**config.mk**
```make
export PLATFORM = sky130hd
export DESIGN_NAME = word_byte_unpacker
export DESIGN_NICKNAME = d
export VERILOG_FILES = /design/src/rtl/word_pkg.sv /design/src/rtl/word_byte_select.sv /design/src/rtl/word_byte_unpacker.sv
export SDC_FILE = /design/constraint.sdc
export NUM_CORES = 1
export LEC_CHECK = 0
export ABC_AREA = 1
export CAP_MARGIN = 20
export CORE_MARGIN = 5
export CORE_UTILIZATION = 45
export DETAILED_ROUTE_END_ITERATION = 16
export PLACE_DENSITY = 0.76
export SETUP_SLACK_MARGIN = 0.1
export SLEW_MARGIN = 20
export SYNTH_ARGS = -nofsm -noshare
export SYNTH_HDL_FRONTEND = slang
export SYNTH_SLANG_ARGS = --single-unit
```
**constraint.sdc**
```tcl
create_clock -name clk -period 1.9 [get_ports clk]
set_input_delay 0.57 -clock clk [delete_from_list [all_inputs] [get_ports clk]]
set_output_delay 0.57 -clock clk [all_outputs]
set_load 0.02 [all_outputs]
```
**src/rtl/word_pkg.sv**
```systemverilog
// Shared widths and FSM state type for the word/byte conversion blocks.
package word_pkg;

    localparam int BYTES_PER_WORD = 4;
    localparam int WORD_W         = 32;
    localparam int BYTE_W         = 8;
    localparam int CNT_W          = 2;

    typedef enum logic {
        IDLE = 1'b0,
        SEND = 1'b1
    } state_t;

endpackage

```
**src/rtl/word_byte_select.sv**
```systemverilog
// Combinational 4:1 byte-lane mux; idx counts emitted bytes, MSB_FIRST picks lane order.
module word_byte_select
    import word_pkg::*;
#(
    parameter int MSB_FIRST = 0
) (
    input  logic [WORD_W-1:0] word,
    input  logic [CNT_W-1:0]  idx,
    output logic [BYTE_W-1:0] lane_byte
);

    logic [CNT_W-1:0] lane;

    // With four lanes, reversing the order is just the bitwise complement of idx.
    assign lane = (MSB_FIRST != 0) ? ~idx : idx;

    always_comb begin
        lane_byte = '0;
        case (lane)
            2'd0:    lane_byte = word[7:0];
            2'd1:    lane_byte = word[15:8];
            2'd2:    lane_byte = word[23:16];
            2'd3:    lane_byte = word[31:24];
            default: lane_byte = '0;
        endcase
    end

endmodule

```
**src/rtl/word_byte_unpacker.sv**
```systemverilog
// Splits 32-bit words into four bytes over valid/ready handshakes with zero-bubble reload.
// Build option: define UNPACKER_PARITY_EN to add the even-parity output m_parity.
module word_byte_unpacker
    import word_pkg::*;
#(
    parameter int MSB_FIRST = 0
) (
    input  logic              clk,
    input  logic              reset_n,
    input  logic              s_valid,
    output logic              s_ready,
    input  logic [WORD_W-1:0] s_data,
    output logic              m_valid,
    input  logic              m_ready,
    output logic [BYTE_W-1:0] m_data,
    output logic              m_last,
    output logic              busy
`ifdef UNPACKER_PARITY_EN
    ,
    output logic              m_parity
`endif
);

    state_t            state_q, state_d;
    logic [CNT_W-1:0]  count_q, count_d;
    logic [WORD_W-1:0] hold_q, hold_d;
    logic              armed_q;
    logic [BYTE_W-1:0] lane_byte;

    // armed_q keeps s_ready low while reset is held and until the first edge after release.
    always_ff @(posedge clk or negedge reset_n) begin
        if (!reset_n) begin
            state_q <= IDLE;
            count_q <= '0;
            hold_q  <= '0;
            armed_q <= 1'b0;
        end else begin
            state_q <= state_d;
            count_q <= count_d;
            hold_q  <= hold_d;
            armed_q <= 1'b1;
        end
    end

    always_comb begin
        state_d = state_q;
        count_d = count_q;
        hold_d  = hold_q;
        s_ready = 1'b0;
        m_valid = 1'b0;
        m_last  = 1'b0;
        case (state_q)
            IDLE: begin
                s_ready = armed_q;
                if (s_valid && armed_q) begin
                    hold_d  = s_data;
                    count_d = '0;
                    state_d = SEND;
                end
            end
            SEND: begin
                m_valid = 1'b1;
                m_last  = (count_q == CNT_W'(BYTES_PER_WORD - 1));
                if (m_ready) begin
                    if (m_last) begin
                        s_ready = 1'b1;
                        count_d = '0;
                        if (s_valid) begin
                            hold_d = s_data;
                        end else begin
                            state_d = IDLE;
                        end
                    end else begin
                        count_d = count_q + 1'b1;
                    end
                end
            end
            default: state_d = IDLE;
        endcase
    end

    word_byte_select #(
        .MSB_FIRST (MSB_FIRST)
    ) u_select (
        .word      (hold_q),
        .idx       (count_q),
        .lane_byte (lane_byte)
    );

    assign m_data = m_valid ? lane_byte : '0;
    assign busy   = (state_q == SEND);

`ifdef UNPACKER_PARITY_EN
    assign m_parity = m_valid & (^m_data);
`endif

endmodule

```
* Word level (Yosys, flattened, before mapping)
Cells that the tools add are included.
Storage, ports and cells: register bits after elaboration 36, bits in latches 0, bits in writable memories 0, memory bits (read-only) 0, input port bits 36, logic and storage cells 38, memories kept 0
Cells by class: $add $sub $neg 1, $mul 0, div/mod/pow operators 0, order comparisons 0, equal/unequal tests 7, shift operators 0, multiplexer cells 21, bitwise operators 1, reductions and logical operators 4
Operator list (count):
- 2-to-1 mux 32 bit | 4
- case mux 32 bit (2 select lines) | 1
- case mux 8 bit (4 select lines) | 1
- 2-to-1 mux 1 bit | 8
- 2-to-1 mux 8 bit | 1
- 2-to-1 mux 2 bit | 3
- inequality test 2 bit, second input constant | 3
- == test 2 bit, second input constant | 2
- case mux 1 bit (2 select lines) | 2
- case mux 2 bit (2 select lines) | 1
- AND reduction 4 bit | 1
- adder 2 x 1 -> 2 bit, second input constant | 1
- == test 2 x 1 -> 1 bit, second input constant | 1
- logical NOT 2 bit | 1
- inequality test 2 x 1 -> 1 bit, second input constant | 1
- AND reduction 2 bit | 1
- logical AND 1 bit | 1
- inverter 1 bit | 1

* Logic depth before layout (Yosys ltp)
depth after elaboration 4, gate-level depth with buffers 7, mapped depth without buffers 6

* By module
Synthesis repeated with hierarchy kept, for this count alone.
Second synthesis, totals: cells, all modules 230, area, all modules 1823.0 um^2
Modules (own cells, without submodules):
- word_byte_unpacker | times used 1, cells an instance 183, area each 1559.0 um^2, sequential area each 900.9 um^2
- word_byte_select | times used 1, cells an instance 47, area each 264.0 um^2, sequential area each 0.0 um^2

* Least setup slack after synthesis
OpenSTA, ideal clock, no wires.
path kind register to output, start point register count_q[0], end point output port m_data[0], arrival 1331 ps, required time 1330 ps, setup slack -1 ps, stages on the path, launching flop included 7, path buffers 1, cells stage by stage dfrtp_1 inv_1 ha_1 buf_2 inv_1 o21ai_0 a21oi_1
On the way: cells in the longest elaborated chain, start to end 3, elaborated cells on any way between the ends 6, classes of those cells eq/ne (3); mux (2); reduce/logical (1)
RTL lines:
- from (decl) | line word_byte_unpacker.sv:25 | logic [CNT_W-1:0] count_q, count_d;
- from (signal assigned) | line word_byte_unpacker.sv:39 | count_q <= count_d;
- == test 2 bit (tied with other cells) | line word_byte_select.sv:19 | case (lane)
- case mux 8 bit (4 select lines) (*) | line word_byte_select.sv:19
- 2-to-1 mux 8 bit (*) | line word_byte_unpacker.sv:90 | assign m_data = m_valid ? lane_byte : '0;
- to (decl) | line word_byte_unpacker.sv:15 | output logic [BYTE_W-1:0] m_data,
Mark *: on every way between the ends. The rest lies on a longest branch, timed or not.

* Worst setup path in the final report
start point register count_q[0], end point output port m_data[4]
The elaborated chain is that of the path after synthesis.

==> impl_metrics.json <==
{
  "drcViolationCount": 0,
  "row_count": 23,
  "clock_skew_ns": 0.00889,
  "drive_above_1_share_pct": 30.6,
  "viasPerCell": 4.98,
  "crit_arrival_ns": 1.52,
  "required_ns": 1.33,
  "cts-htree-levels": 2,
  "core-area_sq_um": 3970,
  "netlist_area_sq_um": 1820,
  "synth_compound_area_share_pct": 7.42,
  "final.min_clock_period_ns": 2.09,
  "synth.distinct_cells": 17,
  "crit_path_max_incr_delay_ns": 0.38,
  "violations": "setup timing",
  "seq_area_frac_synth_pct": 49.5,
  "clk_latency_ns": 0.29,
  "drtPass1Iterations": 4,
  "ir_worst_vdd_v": 0.000816,
  "max_freq_ghz": 0.478,
  "gr-total-overflow": 0,
  "yosysTopAreaCellShare_pct": 49.5,
  "drt_iter0_drc": 98,
  "dp_slack_ns": -0.520,
  "antenna_found_initial": 0,
  "ctsHoldBuffers": 0,
  "cts_tree": "yes",
  "final-hold-violation-count": 0,
  "synthArstFlopShare_pct": 100,
  "grt_pass1_vias": 1630,
  "cts.sinks": 36,
  "syn_inst": 232,
  "critPathBufInv": 3,
  "die_x_microns": 73.6,
  "areaGrowthSynthToFinish_pct": 50.2,
  "synthTopCellsByArea": "dfrtp_1 49%, nand2_1 20%, nand3_1 9.3%, a21oi_1 4.4%, o21ai_0 3.0%",
  "crit_path_cell_trace": "inv_2 > ha_1 > buf_4 > a21oi_1 > a21oi_2 > buf_4",
  "yosysMostFrequentCell": "nand2_1",
  "critical_path.top_delay_family": "buffers and inverters",
  "yosys.area_share.simple_pct": 31.4,
  "setup-violations-final": 10,
  "placement.cell_area_sq_um": 2430,
  "synth_top_cell_by_area": "dfrtp_1",
  "synth_edf_count": 0,
  "yosys_warnings": 0,
  "grt_use_total_pct": 18.7,
  "synth-seq-cells": 36,
  "synth_top_family_by_area": "simple AND/OR/NAND/NOR gates",
  "grt_max_degree": 37,
  "nets": 333,
  "floorplan.initialDensity_pct": 45.9,
  "place_hpwl_mm": 3.33,
  "grt_first_pass_wirelength_mm": 7.60,
  "num_vias": 1713,
  "path_clk_slew_ns": 0.07,
  "p_per_area_nw_per_um2": 1680,
  "wl_per_cell_microns": 13.9,
  "fin_area_sq_um": 2740,
  "critPathMostFrequentCell": "buf_4",
  "path_max_fanout": 8,
  "io_pins": 48,
  "rsz0062_at_grt": "true",
  "worst_hold_slack_ns": 0.475,
  "setup_slack_ns": -0.191,
  "worstHoldPathType": "reg -> reg",
  "synthFlopType": "dfrtp_1",
  "power.static_leakage_nw": 1.33,
  "path_class": "reg -> out",
  "diodes": 0,
  "synth_xor_area_share_pct": 0,
  "numCtsBuffers": 5,
  "end_kind": "primary output",
  "maxSlewViolCount": 0,
  "synth_mux_area_share_pct": 0,
  "status": "complete, but fails checks",
  "wirelength_mm": 4.77,
  "cts_root_buf": "clkbuf_8",
  "gp_congestion": 0.812,
  "max_cap_violations": 0,
  "die_h_microns": 73.6,
  "syn_nets": 272,
  "startpoint_type": "flop",
  "ant_nets": 0,
  "cts_max_path_buffers": 2,
  "post_synth_fa_ha_maj_area_fraction_pct": 2.75,
  "syn_avg_cell_area_sq_um": 7.85,
  "port_buffers": 47,
  "crit_slowest_cell": "dfrtp_1",
  "min_period_over_period_pct": 110,
  "synth_common_cells": "97 x nand2_1, 36 x dfrtp_1, 34 x nand3_1, 16 x a21oi_1, 13 x inv_1",
  "die-area_sq_um": 5420
}
final cells by class:
| cell class | count | area, sq um |
|---|---|---|
| Sequential cell | 36 | 903 |
| Tap cell | 50 | 62.6 |
| Clock buffer | 6 | 72.6 |
| Fill cell | 334 | 1230 |
| Timing Repair Buffer | 69 | 687 |
| Inverter | 14 | 55.1 |
| Multi-Input combinational cell | 167 | 921 |
| Clock inverter | 2 | 35.0 |
cells in the final DEF, fill, tap and decap left out, drive strengths merged:
master         count
buf               32
dfrtp             36
inv               14
clkbuf             6
o21ai             11
nand2             99
conb               1
dlygate4sd2        2
nor3               1
ha                 4
clkdlybuf4s50     35
bufinv             1
a21oi             16
clkinv             1
nand3             35
worst register-to-register path, delay by kind of cell, from the launching register on:
family                     cells  cell delay (ns)
buffers and inverters          4             0.59
adders and majority gates      1             0.16
DFF                            1             0.44
and+or+nand+nor                4             0.40
report_power, final:
part           leakage (nW)  internal, W  switching (W)
Sequential            0.445      0.00112       0.000239
Combinational         0.827      0.00113        0.00144
Clock                0.0552     0.000389       0.000281
layer usage:
metal / routed length (microns) / part of all wire (%) / track usage (%) / up-vias
li1: - / - / - / 858
met1: 1900 / 40 / 22.9 / 799
met2: 2540 / 53 / 31.9 / 48
met3: 260 / 5.5 / 4.92 / 8
met4: 68 / 1.4 / 6.24 / 0
met5: 0 / 0 / 0 / -
flip-flops by register name, indices dropped and copies added, names as in the netlist:
| name | flops |
|---|---|
| busy | 1 |
| count_q | 2 |
| armed_q | 1 |
| hold_q | 32 |
what timing repair did:
action / CTS / global route
pin swaps: 5 / 9
setup endpoints to repair: 12 / 15
resized for setup: 89 / 27
buffers inserted: 2 / 5
final timing paths:
kind | end | start | cells past startpoint | slack (ns)
worst max-delay path | m_data[4] | count_q[0] | 6 | -0.19
worst max register to register | hold_q[3] | count_q[1] | 9 | 0.19
worst min register to register | hold_q[15] | hold_q[15] | 2 | 0.48
max in group asynchronous | busy | reset_n | 2 | 1.05
min in group asynchronous | hold_q[1] | reset_n | 2 | 0.65
worst min-delay path | hold_q[15] | hold_q[15] | 2 | 0.48
per-stage QoR:
stage	total power, W	cells	setup TNS, ns	utilization (%)
detailed placement	0.00349	329	-4.45	61.1
global route	0.00490	344	-2.42	68.9
CTS	0.00432	339	-1.70	65.8
floorplan	0.00267	232	0	-
finish	0.00459	344	-1.70	68.9
global placement	0.00341	329	-3.95	61.1
kinds of logic (layout without fill, tap and decap cells):
kind of cell,Yosys count,count (layout)
simple gates,135,135
compound gates,27,27
fa+ha+maj,4,4
other cells,1,1
flops,36,36
buf+inv,29,91
Note: power is estimated with default switching activity, not from simulation.
